$ cat src/rtl/alu_share_pkg.sv
// Shared definitions for the ALU-sharing arbiter: operand widths, ALU op codes and
// the state encoding of the single-entry result slot.
package alu_share_pkg;

   localparam int ALU_W    = 32;
   localparam int ALU_OP_W = 2;

   localparam logic [ALU_OP_W-1:0] ALU_ADD = 2'b00;
   localparam logic [ALU_OP_W-1:0] ALU_SUB = 2'b01;
   localparam logic [ALU_OP_W-1:0] ALU_AND = 2'b10;
   localparam logic [ALU_OP_W-1:0] ALU_OR  = 2'b11;

   typedef enum logic {
      SLOT_EMPTY = 1'b0,
      SLOT_FULL  = 1'b1
   } slot_state_t;

endpackage

$ cat src/rtl/alu_share_arbiter_rr.sv
// Generic round-robin arbiter: one-hot grant searching from an internal pointer,
// which moves just past the winner whenever a grant is actually given.
module rr_arbiter #(
   parameter int N = 4
) (
   input  logic                 clk,
   input  logic                 rst_n,
   input  logic [N-1:0]         req,
   input  logic                 en,
   output logic [N-1:0]         gnt,
   output logic [$clog2(N)-1:0] gnt_id
);

   localparam int IDW = $clog2(N);

   logic [IDW-1:0] ptr;
   logic [IDW-1:0] idx;
   logic           found;

   always_comb begin
      gnt    = '0;
      gnt_id = '0;
      found  = 1'b0;
      idx    = '0;
      for (int k = 0; k < N; k++) begin
         idx = IDW'((int'(ptr) + k) % N);
         if (en && !found && req[idx]) begin
            found    = 1'b1;
            gnt[idx] = 1'b1;
            gnt_id   = idx;
         end
      end
   end

   // Pointer wraps explicitly so non-power-of-two N never lands on an unused index
   always_ff @(posedge clk) begin
      if (!rst_n) begin
         ptr <= '0;
      end else if (found) begin
         ptr <= (gnt_id == IDW'(N - 1)) ? '0 : gnt_id + IDW'(1);
      end
   end

endmodule

$ cat src/rtl/alu_share_arbiter.sv
// Shares one external combinational ALU among NREQ requesters: round-robin grant,
// operand mux onto the ALU bus, and a single registered result slot with handshake.
module alu_share_arbiter
   import alu_share_pkg::*;
#(
   parameter int NREQ = 4
) (
   input  logic                      clk,
   input  logic                      rst_n,
   input  logic [NREQ-1:0]           req_valid,
   output logic [NREQ-1:0]           req_ready,
   input  logic [NREQ*ALU_W-1:0]     req_a,
   input  logic [NREQ*ALU_W-1:0]     req_b,
   input  logic [NREQ*ALU_OP_W-1:0]  req_op,
   output logic [ALU_W-1:0]          alu_a,
   output logic [ALU_W-1:0]          alu_b,
   output logic [ALU_OP_W-1:0]       alu_op,
   input  logic [ALU_W-1:0]          alu_y,
   output logic                      rsp_valid,
   input  logic                      rsp_ready,
   output logic [$clog2(NREQ)-1:0]   rsp_id,
   output logic [ALU_W-1:0]          rsp_y
);

   localparam int IDW = $clog2(NREQ);

   slot_state_t     state;
   slot_state_t     state_next;
   logic            can_issue;
   logic            issue;
   logic [NREQ-1:0] gnt;
   logic [IDW-1:0]  gnt_id;

   // Reset also blocks the grant so a handshake seen during reset never completes
   assign can_issue = (state == SLOT_EMPTY) || rsp_ready;
   assign issue     = |gnt;
   assign req_ready = gnt;
   assign rsp_valid = (state == SLOT_FULL);

   rr_arbiter #(
      .N (NREQ)
   ) u_rr (
      .clk    (clk),
      .rst_n  (rst_n),
      .req    (req_valid),
      .en     (can_issue && rst_n),
      .gnt    (gnt),
      .gnt_id (gnt_id)
   );

   always_comb begin
      alu_a  = '0;
      alu_b  = '0;
      alu_op = ALU_ADD;
      if (issue) begin
         alu_a  = req_a[ALU_W*gnt_id +: ALU_W];
         alu_b  = req_b[ALU_W*gnt_id +: ALU_W];
         alu_op = req_op[ALU_OP_W*gnt_id +: ALU_OP_W];
      end
   end

   always_ff @(posedge clk) begin
      if (!rst_n) begin
         state <= SLOT_EMPTY;
      end else begin
         state <= state_next;
      end
   end

   // A refill on the same edge as a drain keeps the slot full for 1 op/clk throughput
   always_comb begin
      state_next = state;
      if (issue) begin
         state_next = SLOT_FULL;
      end else if (rsp_ready) begin
         state_next = SLOT_EMPTY;
      end
   end

   always_ff @(posedge clk) begin
      if (!rst_n) begin
         rsp_y  <= '0;
         rsp_id <= '0;
      end else if (issue) begin
         rsp_y  <= alu_y;
         rsp_id <= gnt_id;
      end
   end

endmodule

$ cat config.mk
export PLATFORM = sky130hd
export DESIGN_NAME = alu_share_arbiter
export DESIGN_NICKNAME = d
export VERILOG_FILES = /design/src/rtl/alu_share_pkg.sv /design/src/rtl/alu_share_arbiter_rr.sv /design/src/rtl/alu_share_arbiter.sv
export SDC_FILE = /design/constraint.sdc
export NUM_CORES = 1
export LEC_CHECK = 0
export ABC_AREA = 1
export ABC_CLOCK_PERIOD_IN_PS = 2550
export BUFFER_PORTS_ARGS = -buffer_cell sky130_fd_sc_hd__buf_2
export CORE_AREA = 4 4 155 157
export DETAILED_ROUTE_END_ITERATION = 7
export DIE_AREA = 0 0 159 161
export HOLD_SLACK_MARGIN = 0.05
export PLACE_DENSITY = 0.58
export SETUP_SLACK_MARGIN = 0.02
export SYNTH_ARGS = -nofsm -noshare
export SYNTH_HDL_FRONTEND = slang
export SYNTH_SLANG_ARGS = --single-unit
$ cat constraint.sdc
create_clock -name clk -period 2.55 [get_ports clk]
set_input_delay 0.255 -clock clk [delete_from_list [all_inputs] [get_ports clk]]
set_output_delay 0.255 -clock clk [all_outputs]
set_load 0.03 [all_outputs]
==> results of run 1 <==
synth_stat cells, drive strengths merged:
library cell  instances
buf                  56
nand2               403
ha                    8
inv                 278
a21oi                34
nand3b               67
nand4                 9
nor2                 14
dfxtp                37
nand3               184
o21ai                 4
nor3                  1
clkbuf               14
a31oi                 1
flip-flops by register name, summed over array words and instances, names as in the netlist:
signal and flops:
rsp_y 32, u_rr.ptr 2, rsp_id 2, rsp_valid 1
critical path, cell delays in order (launching register included):
cell	delay (ns)
dfxtp_4	0.38
inv_8	0.04
ha_4	0.26
nand3_1	0.09
nand2_1	0.08
nor2_4	0.14
nand3_4	0.13
buf_6	0.15
o21ai_4	0.19
buf_12	0.19
clkbuf_16	0.18
nand2_2	0.05
nand3_1	0.06
nand2_1	0.06
nand2_1	0.09
inv_2	0.04
buf_6	0.13
final cells by class:
cell class / count / area, um2 / share of cell area (%)
Timing Repair Buffer: 492 / 3635 / 36.87
Multi-Input combinational cell: 725 / 3890 / 39.46
Inverter: 278 / 1069 / 10.84
Sequential cell: 37 / 745.7 / 7.564
Clock buffer: 6 / 138.9 / 1.409
Antenna cell: 4 / 10.01 / 0.1015
Clock inverter: 2 / 13.76 / 0.1396
Tap cell: 285 / 356.6 / 3.617
routing by layer:
metal | share of wire (%) | vias up | track usage, %
met5 | 0.095 | - | 0
met4 | 3.1 | 6 | 6.785
met3 | 7.4 | 65 | 4.134
met2 | 49 | 377 | 36.40
met1 | 40 | 3726 | 24.43
li1 | - | 4178 | -
cell usage in the layout, fill, tap and decap left out, drive strengths merged:
| cell type | instances |
|---|---|
| buf | 484 |
| nand2 | 403 |
| inv | 277 |
| nand3 | 184 |
| nand3b | 67 |
| dfxtp | 37 |
| a21oi | 34 |
| nor2 | 14 |
| clkbuf | 13 |
| nand4 | 9 |
| ha | 8 |
| diode | 4 |
| o21ai | 4 |
| clkinv | 3 |
| nor3 | 1 |
| a31oi | 1 |
| bufbuf | 1 |
through the flow:
| stage | std cells | TNS, ns |
|---|---|---|
| after floorplan | 1110 | -2.027 |
| after global placement | 1791 | -0.01032 |
| after detailed placement | 1791 | -0.04359 |
| after CTS | 1816 | -13.04 |
| after global routing | 1829 | -22.40 |
| final | 1829 | -12.98 |
how the worst max path moves through the flow:
stage / startpoint / end / slack, ns / depth (start not counted)
floorplan: u_rr.ptr[0] / alu_a[13] / -0.04 / 15
global placement: u_rr.ptr[0] / alu_op[0] / -0.006 / 16
detailed placement: u_rr.ptr[0] / alu_op[0] / -0.03 / 16
CTS: u_rr.ptr[0] / alu_a[25] / -0.23 / 19
global route: u_rr.ptr[0] / alu_b[25] / -0.40 / 18
finish: u_rr.ptr[0] / alu_b[25] / -0.25 / 16
repair_timing:
| action | 4_1_cts | 5_1_grt |
|---|---|---|
| gates cloned | 8 | 6 |
| pin swaps | 10 | 21 |
| buffers inserted | 9 | 4 |
| resized for setup | 133 | 113 |
| setup endpoints to repair | 66 | 66 |
kinds of logic (layout without fill, tap and decap cells):
family                   after synthesis  count (layout)
flip-flops                            37              37
AND/OR/NAND/NOR                      678             678
buffers and inverters                348             778
adder cells (fa/ha/maj)                8               8
AO/OA/AOI/OAI                         39              39
other                                  0               4
==> results.toml, run 1 <==
[final_layout]
num-nets-final = 1850
nFillCells = 2423
final_area_um2 = 9858
fin_util_pct = 43.81
drive_gt1_share_pct = 43.90
syn2layout_area_growth_pct = 75.17

[global_routing]
grt_max_degree = 40
grt_pass1_vias = 8038
grt_overflow = 0
grt_pass1_wl_um = 42660
antenna_found_initial = 8
grtUsageTotal_pct = 20.36

[logic_synthesis]
synthAdderAreaFrac_pct = 1.779
synth_xor_xnor_area_share_pct = 0
yosys.area.top_type_share_pct = 26.48
ys_seq_elements = 37
synthTopCellsByArea = "nand2_1 (26%), inv_1 (18%), nand3_1 (16%), dfxtp_1 (13%), nand3b_1 (8.9%)"
synth_mux_area_share_pct = 0
synth_compound_area_share_pct = 3.557
avgSynthCellArea_um2 = 5.070
yosys.area_share.simple_pct = 56.16
synthCells = 1110
yosysWarnings = 0
synth_top_family_by_area = "simple AND/OR/NAND/NOR gates"
seq_area_frac_synth_pct = 13.16
synth_top_area_cell = "nand2_1"
syn-num-nets = 1421
syn-cell-area_um2 = 5628
ys_types = 27

[critical_path]
critPathLaunchType = "flop"
critPathCaptureType = "primary output"
crit_path_max_fanout = 6
arrival_ns = 2.54
rr_endpoint = "rsp_y[17]"
reg2reg_slack_ns = 0.19
r2r_start = "u_rr.ptr[0]"
rr_worst_depth = 13
critical_path_class = "flop to primary output"
critPathRequiredTime_ns = 2.30

[placement]
gp_congestion = 0.8987
pre_cts_ws_ns = -0.03031
io_buffers = 407
place_hpwl_um = 20390
dpl_cell_area_um2 = 8432

[timing]
fmax_ghz = 0.3574
setup-violations-final = 66
post-route-period-util_pct = 109.7
final_max_slew_viol_count = 0
hold_viol = 0
tightest_slew_ns = 0.3842
grt_setup_unrepaired = "true"
final.min_clock_period_ns = 2.798
setup_ws_ns = -0.2479
slew_headroom_pct = 74.39
skew_ns = 0.003781
fin_hold_ws_ns = 0.2157

[status]
status = "finished, violations left"
violations = "setup timing"

[hold_path]
holdPathStages = 3
hold_start = "alu_y[29]"
hp-class = "primary input to flop"
min_to = "rsp_y[29]"

[detailed_routing]
routed_via_density = 4.566
postRouteAntennaNets = 0
wire_per_inst_um = 16.03
drtIter0Drc = 666
dr.pass1.iters = 5
post-route-drc-count = 0
vias = 8352
routed_wl_um = 29320

[floorplanning]
initial_core_util_pct = 25.01
die_width_um = 159
io_pins = 408
core-area_um2 = 22500
die-area_um2 = 25600
die_h_um = 161
rows = 55

[clock_tree]
clkTransAtPathRegs_ns = 0.06
cts_buffers = 5
clockRootBuffer = "clkbuf_16"
clk_path_buf_depth = 2
cts_tree = "built"
cts_hold_buffers = 0
cts_max_level = 2
cts_sinks = 37
clk_latency_ns = 0.28

[flow_run]
drv_cap = 0
Power of run 1 is left out: the tool's default activity adds up to more than one toggle a clock period on the data nets, which glitch-free logic cannot reach.
==> run 2, diff against run 1 <==
- ABC_CLOCK_PERIOD_IN_PS: 2550 -> 3100
- PLACE_DENSITY: 0.58 -> 0.57
- clock period: 2.55 -> 3.1 ns (I/O delays scaled with it)
==> run 2 against run 1 <==
Compared with the run above:
- the run now ends clean
- wire length shrank 8.4%
- clock-buffer cell count stayed put
- worst hold slack better by 0.054 ns
- non-clock buffer count down 41
- design area fell by 12%
- global-route usage down 1.5 points
- sequential share of layout area rose by 1.0 points
- final cell count fell by 2.5%
- sequential cell count stayed put
- die area did not move
- via count fell by 2.9%
- critical path depth grew 2
- critical endpoint is now alu_a[23]
- largest cell class unchanged
==> results.toml, run 2 (synthesized netlist as in run 1, its figures left out) <==
[timing]
post-route-period-util_pct = 96.51
tightest_slew_ns = 0.3957
fmax_ghz = 0.3342
setup_ws_ns = 0.1081
slew_headroom_pct = 73.62
final_max_slew_viol_count = 0
skew_ns = 0.007280
final.min_clock_period_ns = 2.992
hold_viol = 0
grt_setup_unrepaired = "true"
setup-violations-final = 0

[clock_tree]
cts_buffers = 5
clockRootBuffer = "clkbuf_16"
cts_max_level = 2
clkTransAtPathRegs_ns = 0.06
clk_latency_ns = 0.28
cts_sinks = 37
clk_path_buf_depth = 2
cts_tree = "built"

[placement]
gp_congestion = 0.9123
place_hpwl_um = 19790
pre_cts_ws_ns = 0.1033
io_buffers = 407

[floorplanning]
die_width_um = 159
die_h_um = 161
io_pins = 408
core-area_um2 = 22500
initial_core_util_pct = 25.01
rows = 55
die-area_um2 = 25600

[detailed_routing]
dr.pass1.iters = 5
routed_via_density = 4.545
wire_per_inst_um = 15.05
drtIter0Drc = 583
post-route-drc-count = 0
vias = 8108
postRouteAntennaNets = 0
routed_wl_um = 26850

[critical_path]
critPathRequiredTime_ns = 2.79
critPathLaunchType = "flop"
critical_path.top_delay_family = "simple AND/OR/NAND/NOR gates"
arrival_ns = 2.68
critical_path_class = "flop to primary output"
reg2reg_slack_ns = 0.65
crit_chain = "inv_8 > ha_4 > inv_2 > nand3_4 > nand2_4 > nand3_2 > nor2_2 > nor2_1 > nor2_2 > nor2_4 > buf_4 > buf_12 > clkbuf_16 > nand3_1 > nand2_1 > nand2_1 > inv_1 > buf_4"
crit_buf_inv = 7
cp_slowest_cell = "dfxtp_4"
cp_slowest_stage_delay_ns = 0.38
critPathCaptureType = "primary output"
crit_path_max_fanout = 10

[final_layout]
n_antenna_cell = 0
num-nets-final = 1809
syn2layout_area_growth_pct = 53.96
final_cell_mix = "nand2_1 (394), buf_2 (377), inv_1 (270), nand3_1 (171), nand3b_1 (67)"
largest_reg_flops = 32
layout_commonest_cell = "nand2_1"
reg.largest.list = "rsp_y (32), rsp_id (2), u_rr.ptr (2)"
regMostFlops = "rsp_y"
drive_gt1_share_pct = 33.36
nFillCells = 2540

[global_routing]
grt_max_degree = 58
antenna_found_initial = 0
grt_pass1_vias = 7558
grtUsageTotal_pct = 18.81
grt_overflow = 0
grt_pass1_wl_um = 39890

[hold_path]
hp-class = "primary input to flop"

[flow_run]
drv_cap = 0

[status]
status = "completed"
[run 2: cell count changes in the layout (fill, tap and decap cells not counted), moves of 5 or more]
cell,delta
inv_2,-61
inv_1,+66
clkbuf_4,+13
buf_6,-57
nand3_1,+15
buf_12,-10
nand2_4,-13
buf_4,-12
nand2_2,-40
buf_16,-7
inv_4,-5
nand2_1,+52
nand3_2,-11
buf_2,+33
[run 2: final cells by class]
type	instances	area (um2)	share of cell area, %
clock buffer	6	138.9	1.603
clock inverter	2	37.54	0.4332
inverter	278	1056	12.19
multi-input combinational	725	3586	41.39
sequential	37	744.5	8.592
tap	285	356.6	4.116
timing repair buffer	451	2745	31.68
[run 2: worst paths after layout]
path               start        end  cells after the start
max          u_rr.ptr[0]  alu_a[23]                     18
min            alu_y[20]  rsp_y[20]                      3
max reg2reg  u_rr.ptr[0]  rsp_y[11]                     13
min reg2reg    rsp_id[0]  rsp_id[0]                      2
[run 2: per-stage QoR]
step / hold slack [ns] / std cells / util, % / setup TNS [ns] / cell area, um2
floorplan: 0.4159 / 1110 / - / 0 / 5628
global placement: 0.4699 / 1759 / 35.64 / 0 / 8019
detailed placement: 0.4726 / 1759 / 35.64 / 0 / 8019
CTS: 0.2691 / 1769 / 36.99 / 0 / 8323
global route: 0.2704 / 1784 / 38.50 / -0.04066 / 8665
finish: 0.2698 / 1784 / 38.50 / 0 / 8665
[run 2: worst register-to-register path, stage by stage, from the launching register on]
cell	delay (ns)
dfxtp_4	0.38
inv_8	0.04
ha_4	0.26
nand3_2	0.10
nand2_1	0.07
inv_2	0.12
nand3_4	0.13
buf_12	0.16
nand4_1	0.08
nand3b_1	0.16
nor2_4	0.21
buf_4	0.38
nand3_1	0.15
a21oi_1	0.17
[run 2: what timing repair did]
| item | 4_1_cts | 5_1_grt |
|---|---|---|
| gates resized for setup | 22 | 37 |
| pin swaps | 1 | 8 |
| cloned | 2 | 4 |
| hold buffers | 0 | 0 |
| endpoints found under the setup margin | 66 | 66 |
| endpoints found under the hold margin | 0 | 0 |
| setup buffers | 0 | 11 |
[run 2: metal layers]
metal	up-vias	track usage, %	wire (um)
li1	4085	-	-
met1	3621	23.39	11070
met2	352	34.14	13320
met3	50	3.113	1848
met4	0	4.260	618
met5	-	0	0
Power of run 2 is left out for the same reason.
